## config.mk

```make
export PLATFORM = sky130hd
export DESIGN_NAME = tournament_chooser_table
export DESIGN_NICKNAME = d
export VERILOG_FILES = /design/src/rtl/tournament_pkg.sv /design/src/rtl/sat_ctr_next.sv /design/src/rtl/tournament_chooser_table.sv
export SDC_FILE = /design/constraint.sdc
export NUM_CORES = 1
export LEC_CHECK = 0
export CAP_MARGIN = 20
export CORE_UTILIZATION = 52
export DETAILED_ROUTE_END_ITERATION = 6
export PLACE_DENSITY = 0.75
export SKIP_LAST_GASP = 1
export SYNTH_ARGS = -nofsm -noshare
export SYNTH_HDL_FRONTEND = slang
export SYNTH_SLANG_ARGS = --single-unit
export TNS_END_PERCENT = 100
```

## constraint.sdc

```tcl
create_clock -name clk -period 5.2 [get_ports clk]
set_input_delay 1.04 -clock clk [delete_from_list [all_inputs] [get_ports clk]]
set_output_delay 1.04 -clock clk [all_outputs]
set_load 0.05 [all_outputs]
```

## src/rtl/tournament_pkg.sv

```systemverilog
// Shared types and helpers for the tournament chooser table.
package tournament_pkg;

   // Init sweep vs. normal operation
   typedef enum logic {
      TP_INIT  = 1'b0,
      TP_READY = 1'b1
   } tp_state_t;

   // Width at which PCs are handed to the index helper
   localparam int unsigned PC_ARG_W = 64;

   // Table index of a PC: word address bits above [1:0], truncated to index_bits
   function automatic logic [PC_ARG_W-1:0] pc_index(input logic [PC_ARG_W-1:0] pc,
                                                   input int unsigned         index_bits);
      logic [PC_ARG_W-1:0] mask;
      mask = (PC_ARG_W'(1) << index_bits) - PC_ARG_W'(1);
      return (pc >> 2) & mask;
   endfunction

endpackage

```

## src/rtl/sat_ctr_next.sv

```systemverilog
// Saturating up/down step for one chooser counter (combinational).
module sat_ctr_next #(
   parameter int unsigned CTR_BITS = 2
) (
   input  logic [CTR_BITS-1:0] ctr,
   input  logic                inc,
   input  logic                dec,
   output logic [CTR_BITS-1:0] nxt_c
);

   localparam logic [CTR_BITS-1:0] CTR_MAX = {CTR_BITS{1'b1}};
   localparam logic [CTR_BITS-1:0] CTR_MIN = '0;

   // Step toward global on inc, toward local on dec, clamp at both ends
   always_comb begin
      nxt_c = ctr;
      if (inc && (ctr != CTR_MAX)) begin
         nxt_c = ctr + CTR_BITS'(1);
      end else if (dec && (ctr != CTR_MIN)) begin
         nxt_c = ctr - CTR_BITS'(1);
      end
   end

endmodule

```

## src/rtl/tournament_chooser_table.sv

```systemverilog
// PC-indexed table of saturating chooser counters selecting local vs. global
// branch predictions. Runs an init sweep after reset before accepting updates.
// Define TOURNAMENT_STATS_EN to add saturating update statistics outputs.
module tournament_chooser_table
   import tournament_pkg::*;
#(
   parameter int unsigned INDEX_BITS = 6,
   parameter int unsigned CTR_BITS   = 2,
   parameter int unsigned PC_WIDTH   = 32
) (
   input  logic                clk,
   input  logic                rst_n,
   input  logic [PC_WIDTH-1:0] pred_pc,
   input  logic                local_pred,
   input  logic                global_pred,
   output logic                choose_global,
   output logic                prediction,
   output logic                ready,
   input  logic                upd_valid,
   input  logic [PC_WIDTH-1:0] upd_pc,
   input  logic                upd_local_pred,
   input  logic                upd_global_pred,
   input  logic                upd_taken
`ifdef TOURNAMENT_STATS_EN
   ,
   output logic [31:0]         stat_updates,
   output logic [31:0]         stat_local_only,
   output logic [31:0]         stat_global_only
`endif
);

   localparam int unsigned DEPTH = 1 << INDEX_BITS;
   localparam logic [INDEX_BITS-1:0] LAST_IDX = INDEX_BITS'(DEPTH - 1);
   localparam logic [CTR_BITS-1:0]   INIT_VAL = CTR_BITS'((1 << (CTR_BITS - 1)) - 1);

   tp_state_t                state, state_nxt;
   logic [INDEX_BITS-1:0]    ptr;
   logic [CTR_BITS-1:0]      tbl [DEPTH];
   logic [INDEX_BITS-1:0]    pred_idx, upd_idx;
   logic [CTR_BITS-1:0]      upd_ctr_nxt;
   logic                     lc, gc;
   logic                     init_we_c, upd_we_c;

   assign pred_idx = INDEX_BITS'(pc_index(PC_ARG_W'(pred_pc), INDEX_BITS));
   assign upd_idx  = INDEX_BITS'(pc_index(PC_ARG_W'(upd_pc), INDEX_BITS));
   assign lc       = (upd_local_pred == upd_taken);
   assign gc       = (upd_global_pred == upd_taken);

   // State register
   always_ff @(posedge clk) begin
      if (!rst_n) state <= TP_INIT;
      else        state <= state_nxt;
   end

   // Next state: leave the sweep after writing the last entry
   always_comb begin
      state_nxt = state;
      if ((state == TP_INIT) && (ptr == LAST_IDX)) state_nxt = TP_READY;
   end

   // Write enables: sweep writes during init, training only once ready
   always_comb begin
      init_we_c = 1'b0;
      upd_we_c  = 1'b0;
      case (state)
         TP_INIT:  init_we_c = 1'b1;
         TP_READY: upd_we_c  = upd_valid;
         default:  ;
      endcase
   end

   // Sweep pointer and ready flag
   always_ff @(posedge clk) begin
      if (!rst_n) begin
         ptr   <= '0;
         ready <= 1'b0;
      end else if (init_we_c) begin
         ptr <= ptr + INDEX_BITS'(1);
         if (ptr == LAST_IDX) ready <= 1'b1;
      end
   end

   sat_ctr_next #(.CTR_BITS(CTR_BITS)) u_sat_ctr_next (
      .ctr   (tbl[upd_idx]),
      .inc   (gc & ~lc),
      .dec   (lc & ~gc),
      .nxt_c (upd_ctr_nxt)
   );

   // Table storage: sweep fill or trained counter; contents are not reset
   always_ff @(posedge clk) begin
      if (rst_n) begin
         if (init_we_c)     tbl[ptr]     <= INIT_VAL;
         else if (upd_we_c) tbl[upd_idx] <= upd_ctr_nxt;
      end
   end

   // Lookup without write bypass; forced to local until the sweep is done
   assign choose_global = ready & tbl[pred_idx][CTR_BITS-1];
   assign prediction    = choose_global ? global_pred : local_pred;

`ifdef TOURNAMENT_STATS_EN
   localparam logic [31:0] STAT_MAX = 32'hFFFF_FFFF;

   // Saturating counts of accepted updates by correctness class
   always_ff @(posedge clk) begin
      if (!rst_n) begin
         stat_updates     <= '0;
         stat_local_only  <= '0;
         stat_global_only <= '0;
      end else if (upd_we_c) begin
         if (stat_updates != STAT_MAX) stat_updates <= stat_updates + 32'd1;
         if (lc && !gc && (stat_local_only != STAT_MAX))
            stat_local_only <= stat_local_only + 32'd1;
         if (gc && !lc && (stat_global_only != STAT_MAX))
            stat_global_only <= stat_global_only + 32'd1;
      end
   end
`endif

endmodule
```

Word-level counts from Yosys, hierarchy flattened
Memories as Yosys holds them, arrays and structs flattened.
Index checks and enable logic that the tools add are counted.

word-level totals
  flip-flop bits (word level) = 8
  RAM bits = 128
  input bits = 72
  output and inout port bits = 3
  word-level logic and storage cells = 37
  memories kept = 1

operators by class
  $add $sub $neg = 3
  equal/unequal tests = 4
  multiplexer cells = 14
  bitwise operators = 6
  reductions and logical operators = 6

memories
  name  words  width  rd ports  clocked after Yosys merged registers in  write ports  line                            source
  tbl   64     2      2         0                                        1            tournament_chooser_table.sv:38  logic [CTR_BITS-1:0] tbl [DEPTH];

operators by type and width
  kind                   number
  $mux W1                10
  $add A6 B1 Y6 const B  1
  $eq A6 B6 Y1 const B   1
  $mux W2                3
  $mux W6                1
  $and A1 B1 Y1          3
  $logic_and A1 B1 Y1    3
  $not A1 Y1             3
  $add A2 B1 Y2 const B  1
  $eq A1 B1 Y1           2
  $ne A2 B2 Y1 const B   1
  $reduce_and A2 Y1      1
  $reduce_bool A2 Y1     1
  $reduce_or A2 Y1       1
  $sub A2 B1 Y2 const B  1

Logic depth before layout (Yosys ltp)
Gate-level depths: netlist of the first run.

  depth after elaboration = 7
  gate-level depth with buffers = 16
  depth with buffers taken out = 13

Hierarchy
A second synthesis of the first run with hierarchy kept.

unflattened totals
  cell total of the unflattened synthesis = 406
  area total of the unflattened synthesis = 6500.0 sq um

by module, submodules not included
  module                    times used  cells each  area an instance (sq um)  sequential area each (sq um)
  tournament_chooser_table  1           395         6407.4                    3983.8
  sat_ctr_next              1           11          92.6                      0.0

Worst setup path before layout of the first run
OpenSTA, ideal clock, no wires.

  path type = input to output
  from = in pred_pc[3]
  to = out prediction
  data arrival time = 3.705 ns
  required time = 4.160 ns
  path slack = 0.455 ns
  stages on the path = 8
  path buffers = 2
  cell sequence = buf_2 > buf_2 > mux4_2 > mux2i_1 > nand2_1 > nand3_1 > o21ai_0 > mux2_2

on the way
  word-level cells in the longest chain between the ends = 3

ends and longest elaborated chain
  item               line                             source
  from (decl)        tournament_chooser_table.sv:13   input logic [PC_WIDTH-1:0] pred_pc,
  $mem_v2 Z64 W2     -
  $and A1 B1 Y1      tournament_chooser_table.sv:99   assign choose_global = ready & tbl[pred_idx][CTR_BITS-1];
  via choose_global  tournament_chooser_table.sv:16   output logic choose_global,
  $mux W1            tournament_chooser_table.sv:100  assign prediction = choose_global ? global_pred : local_pred;
  to (decl)          tournament_chooser_table.sv:17   output logic prediction,

The timed path passes the listed nets, and every way through them passes these cells.

Worst setup path in the final report of the first run
  from = in pred_pc[2]
  to = out prediction

on the way
  word-level cells in the longest chain between the ends = 3

ends and longest elaborated chain
  item            line
  $mem_v2 Z64 W2  -
  $and A1 B1 Y1   tournament_chooser_table.sv:99
  $mux W1         tournament_chooser_table.sv:100

No other way between the ends.

==> metrics.md, run 1 <==
| Metric | Value |
|---|---|
| Post-route insts no fill | `659` |
| Initial antenna violation count | `0` |
| Core box area | `about 12000 um^2` |
| Tot Pwr | `between 2 and 3 mW` |
| Hold Violations, Final | `0` |
| CTS Sinks | `135` |
| Syn Nets | `roughly 520` |
| Clk root buf | `clkbuf_16` |
| Synth Register Bits | `between 100 and 150` |
| Final Cell Area | `between 7000 and 8000 um^2` |
| Hold WS | `0.541 ns` |
| Req. time, crit path | `about 4.2 ns` |
| Crit path DAT | `between 3 and 4 ns` |
| Max Cap Viol | `0` |
| Pin count of the biggest net entering global routing | `between 60 and 70` |
| Outcome | `finished, final reports clean` |
| Sequential fraction of the synthesis area | `between 60% and 70%` |
| Peak Freq | `between 200 and 250 MHz` |
| Later-pin clock latency in the skew report | `about 0.42 ns` |
| Ys async rst share | `0%` |
| Synth top area cells | `edfxtp_1, mux4_2, nor2_1` |
| Routed wire per std cell | `between 20 and 25 um` |
| Slew Limit Fails | `0` |
| CP Launch Type | `primary input` |
| Final worst slack | `around 0.51 ns` |
| Total wire length | `between 10000 and 15000 um` |
| Area Overhead vs Synth | `16.5%` |
| Vias in the first global route | `a little over 4000` |
| Max VDD drop | `about 250 uV` |
| Antenna Cells | `0` |
| Register-to-register setup slack | `roughly 1.4 ns` |
| Netlist cell types | `42` |
| Horiz. Die Dim | `between 100 and 150 um` |
| Grt ovf | `0` |
| DR pass1 iterations | `5` |
| Initial Util | `between 50% and 60%` |
| Number of nets in the layout | `553` |
| Final ANT Viol Nets | `0` |
| Leakage power | `around 2.6 nW` |
| Share of the synthesized area in the top cell type | `59.1%` |
| Final GP Congestion | `0.906` |
| DP Worst Slack | `~0.21 ns` |
| CTS tree | `built` |
| Clock period minus worst slack | `approximately 4.7 ns` |
| Placed instance area | `approximately 7000 um^2` |
| Synth cell count leaders | `edfxtp_1, nor2_1, mux4_2, nand2_1, mux2i_1` |
| Final Util | `between 60 and 70%` |
| DRC viols | `0` |
| H-tree depth | `4` |
| GR Util All Layers | `~25%` |
| PostCTS Resize Cnt | `0` |
| Gate Count Post-Synth | `447` |
| CP Capture Type | `output pin` |
| Chip height | `approximately 110 um` |
| Total die area | `approximately 13000 um^2` |
| Total number of vias | `a little over 4000` |
| Setup TNS | `0 ns` |
| Reg clk slew, reported paths | `roughly 0.06 ns` |
| Post-synth EDFFs | `128` |
| First-pass GRT wire length | `about 23000 um` |
| Row cnt | `40` |
| Ports | `75` |
| Period utilization | `between 90% and 100%` |
| Worst Path Max Fanout | `8` |
| Layout cells sized above 1 | `20.2%` |
| Pwr dens | `331 nW/um^2` |
| Dpl cells | `between 600 and 700` |
| Vias per cell | `between 6 and 7` |
| Synth area leader | `edfxtp_1` |
| WS Path Type | `in2out` |
| Yosys warns | `0` |
| Initial DRC count | `363` |
| Syn_area_per_cell | `14.5 um^2` |
| Setup Skew | `slightly below 0.006 ns` |
| HPWL Detailed | `between 9000 and 10000 um` |
| Clk buf depth | `2` |
| Setup violations, final | `0` |
| Unrepaired setup endpoints after global routing | `no` |
| CTS Hold Bufs | `0` |
| Worst min path class | `reg2reg` |
| Slew Limit Headroom | `between 50% and 60%` |
| IO buf count | `22` |
| Mapped Area | `around 6500 um^2` |
| Post-synth top flop | `edfxtp_1` |
| Post-CTS Setup Repair Bufs | `0` |
| CTS Buf Count | `17` |
| Worst-Margin Slew | `approximately 0.60 ns` |
| Most frequent cell after synthesis | `edfxtp_1` |
==> logic make-up (layout without fill, tap and decap cells) <==
kind of cell | after synthesis | after routing | synth area share, %
adders and majority gates | 3 | 3 | 0.578
AOI/OAI and AO/OA | 48 | 48 | 4.87
xor gates and xnor gates | 5 | 5 | 0.674
DFF | 135 | 135 | 61.3
muxes | 64 | 64 | 19.2
and+or+nand+nor | 165 | 165 | 11.6
buffers and inverters | 27 | 71 | 1.77
==> layer usage <==
| layer | global-route usage, % | up-vias | wire length, um |
|---|---|---|---|
| met4 | 12.9 | 0 | 464 |
| met2 | 40.9 | 190 | 7330 |
| li1 | - | 1790 | - |
| met5 | 0 | - | 0 |
| met1 | 30.4 | 2038 | 5890 |
| met3 | 7.17 | 41 | 994 |
==> report_power, final <==
| group | internal, mW | total, mW | switching, mW |
|---|---|---|---|
| Sequential | 1.18 | 1.18 | 0.00477 |
| Combinational | 0.0617 | 0.139 | 0.0769 |
| Clock | 0.747 | 1.19 | 0.440 |
| Total | 1.98 | 2.51 | 0.522 |
==> worst max-delay path, cell delays in order <==
cell and delay (ns):
clkdlybuf4s50_1 0.85, mux4_2 0.59, mux2_2 0.29, o211ai_1 0.17
o21ai_0 0.20, mux2_2 0.35, buf_12 0.15
==> final cells by class <==
cell class	count	area (um^2)
fillers	904	4540
flip-flops and latches	135	3980
multi-input cells	285	2400
clock buffers	18	429
repair buffers	34	375
well taps	168	210
clock inverters	14	156
inverters	5	18.8
==> flip-flops by register name, indices dropped and copies added, names as in the netlist <==
signal  cells
tbl       128
ptr         6
state       1
==> final timing paths <==
check / start / cells past startpoint / end
worst max-delay path: pred_pc[2] / 7 / prediction
worst min register to register: ptr[5]$_SDFFE_PN0N_ / 2 / ptr[5]$_SDFFE_PN0N_
worst max register to register: tbl[42][0]$_DFFE_PP_ / 12 / tbl[4][1]$_DFFE_PP_
worst min-delay path: ptr[5]$_SDFFE_PN0N_ / 2 / ptr[5]$_SDFFE_PN0N_
==> layout by cell type (no fill, tap or decap), types with 5 or more instances in the layout <==
master	count
nor2_1	82
mux4_2	48
clkdlybuf4s50_1	19
clkinv_2	5
inv_1	5
nand3_1	10
nand2b_1	8
edfxtp_1	128
buf_12	6
xnor2_1	5
dfxtp_1	7
a22oi_1	9
o21ai_0	10
nand2_1	33
a21oi_1	9
buf_4	8
mux2i_1	12
and2_1	9
nor2b_1	10
clkbuf_16	17
Power figures use the tool's default switching activity.
==> run 2, diff against run 1 <==
- CORE_UTILIZATION: 52 -> 56
- PLACE_DENSITY: 0.75 -> 0.8
==> metrics.md, run 2 (synthesis results as in run 1) <==
| Metric | Value |
|---|---|
| Vias per cell | `6.64 (+7.8%)` |
| Chip height | `110 um (-3.6%)` |
| Req. time, crit path | `4.16 ns (about the same)` |
| Int Pwr | `1.84 mW (-7.3%)` |
| Metal-1 WL | `5510 um (-6.4%)` |
| PostCTS Resize Cnt | `0 (unchanged)` |
| DP Worst Slack | `0.366 ns (+0.154 ns)` |
| Initial Util | `58.7% (+5.0 points)` |
| Switching part of the total | `22.5% (+1.7 points)` |
| H-tree depth | `4 (unchanged)` |
| Period utilization | `90.6% (+0.50 points)` |
| Unrepaired setup endpoints after global routing | `no` |
| Gate power share | `5.9% (+0.4 points)` |
| Outcome | `finished, final reports clean` |
| Routed wire per std cell | `24.2 um (+8.8%)` |
| Commonest non-fill, non-tap cell in the layout | `edfxtp_1` |
| Reg clk slew, reported paths | `0.06 ns (about the same)` |
| Routed wl met3 | `1490 um (+50%)` |
| DRC viols | `0 (unchanged)` |
| Setup TNS | `0 ns (unchanged)` |
| Initial DRC count | `522 (+44%)` |
| Post-route insts no fill | `631 (-4.2%)` |
| Final Cell Area | `7430 um^2 (-1.9%)` |
| Largest stage delay on the critical path | `0.55 ns (-0.30 ns)` |
| Final worst slack | `0.487 ns (-0.0261 ns)` |
| Slew Limit Headroom | `51.7% (-8.2 points)` |
| Largest delay contributor family on the critical path | `multiplexers` |
| Setup violations, final | `0 (unchanged)` |
| Core box area | `11100 um^2 (-8.5%)` |
| Pin count of the biggest net entering global routing | `65 (unchanged)` |
| Clock period minus worst slack | `4.71 ns (+0.0261 ns)` |
| CTS Hold Bufs | `0 (unchanged)` |
| Largest regs | `tbl x128, ptr x6, state x1` |
| IO buf count | `22 (unchanged)` |
| Row cnt | `38 (-5.0%)` |
| WS Path Type | `in2out` |
| Worst-Margin Slew | `0.721 ns (+0.122 ns)` |
| Number of nets in the layout | `553 (unchanged)` |
| HPWL Detailed | `9990 um (+1.2%)` |
| Max FFs per register | `128 (unchanged)` |
| Setup Skew | `0.00732 ns (+0.00144 ns)` |
| Total number of vias | `4191 (+3.3%)` |
| Leakage power | `2.56 nW (-2.3%)` |
| Clk root buf | `clkbuf_16` |
| Post-CTS Setup Repair Bufs | `0 (unchanged)` |
| Largest register by flop count | `tbl` |
| DR pass1 iterations | `7 (+2)` |
| Crit path DAT | `3.67 ns (+0.02 ns)` |
| Vias in the first global route | `4222 (+3.4%)` |
| Most frequent cells in the layout | `edfxtp_1, nor2_1, mux4_2` |
| Antenna Cells | `0 (unchanged)` |
| Area Overhead vs Synth | `14.3%` |
| Pwr dens | `319 nW/um^2 (-3.5%)` |
| GR Util All Layers | `27.9% (+3.0 points)` |
| CTS Buf Count | `17 (unchanged)` |
| Final ANT Viol Nets | `0 (unchanged)` |
| Clk buf depth | `2 (unchanged)` |
| Max stage delay cell, worst path | `mux4_2` |
| Worst Path Max Fanout | `16 (+8)` |
| First-pass GRT wire length | `23200 um (+0.84%)` |
| Total wire length | `15300 um (+4.2%)` |
| Peak Freq | `212 MHz (-0.55%)` |
| CTS Sinks | `135 (unchanged)` |
| Net Switching | `0.534 mW (+2.3%)` |
| Grt ovf | `0 (unchanged)` |
| Total die area | `12000 um^2 (-7.0%)` |
| Max VDD drop | `240 uV (-5.7%)` |
| Placed instance area | `6920 um^2 (-1.0%)` |
| Seq pwr share | `49.7% (+2.6 points)` |
| Worst min path class | `reg2reg` |
| CTS tree | `built` |
| Cell Chain, Critical Path | `clkdlybuf4s50_1, buf_4, mux4_2, mux2i_1, a22oi_1, o211ai_1, o21ai_0, mux2_2, buf_12` |
| Horiz. Die Dim | `110 um (-3.6%)` |
| Critical path buffers and inverters | `3 (+1)` |
| Ports | `75 (unchanged)` |
| Layout cells sized above 1 | `19.6% (-0.61 points)` |
| Top routing layer in use | `met4` |
| Later-pin clock latency in the skew report | `0.41 ns (about the same)` |
| Final GP Congestion | `0.903 (-0.24%)` |
| Dpl cells | `599 (-4.5%)` |
| Hold Violations, Final | `0 (unchanged)` |
| CP Launch Type | `primary input` |
| Initial antenna violation count | `0 (unchanged)` |
| Max Cap Viol | `0 (unchanged)` |
| Met2 Wirelength | `7700 um (+5.0%)` |
| CP Capture Type | `output pin` |
| Slew Limit Fails | `0 (unchanged)` |
| Clock power frac | `44.3% (-3.1 points)` |
==> run 2: changes by cell type in the layout (fill, tap and decap cells not counted) <==
cell | before | now
bufinv_16 | 3 | 0
clkinv_1 | 2 | 4
buf_12 | 6 | 3
clkinv_2 | 5 | 2
clkinvlp_4 | 1 | 3
clkbuf_1 | 1 | 2
buf_4 | 8 | 11
inv_6 | 1 | 2
==> run 2: stage by stage <==
| step | total power, mW | hold WS (ns) | utilization, % |
|---|---|---|---|
| 2_1_floorplan | 1.29 | 0.477 | - |
| 3_3_place_gp | 1.34 | 0.494 | 62.4 |
| 3_5_place_dp | 1.34 | 0.512 | 62.4 |
| 4_1_cts | 2.37 | 0.519 | 67.1 |
| 5_1_grt | 2.43 | 0.537 | 67.1 |
| 6_report | 2.37 | 0.517 | 67.1 |
==> run 2: area by class of cell <==
cell class,count,area [um^2]
fillers,738,3650
clock inverters,13,82.6
repair buffers,34,338
flip-flops and latches,135,3980
multi-input cells,285,2400
inverters,5,18.8
well taps,140,175
clock buffers,19,433
==> run 2: routing by layer <==
metal	global-route usage (%)	up-vias
met3	5.99	54
met1	34.5	2074
met5	0	-
met4	13.9	0
li1	-	1793
met2	46.9	270
==> run 2: worst min-delay path, cell delays in order (launching register included) <==
cell and delay (ns):
dfxtp_1 0.33, o21ai_0 0.07, a21boi_0 0.07
==> run 2: path summary, 6_finish.rpt <==
check,start,to,slack [ns],cells after the start
setup / recovery,pred_pc[3],prediction,0.49,9
hold / removal,ptr[5]$_SDFFE_PN0N_,ptr[5]$_SDFFE_PN0N_,0.52,2
setup reg to reg,tbl[46][0]$_DFFE_PP_,tbl[32][1]$_DFFE_PP_,1.53,12
hold reg to reg,ptr[5]$_SDFFE_PN0N_,ptr[5]$_SDFFE_PN0N_,0.52,2
==> run 2: power by group through the flow <==
stage | registers, mW | logic [mW] | clock network, mW
floorplan | 1.20 | 0.0885 | 0
global placement | 1.20 | 0.134 | 0
detailed placement | 1.20 | 0.138 | 0
CTS | 1.18 | 0.140 | 1.05
global route | 1.18 | 0.150 | 1.10
finish | 1.18 | 0.141 | 1.05
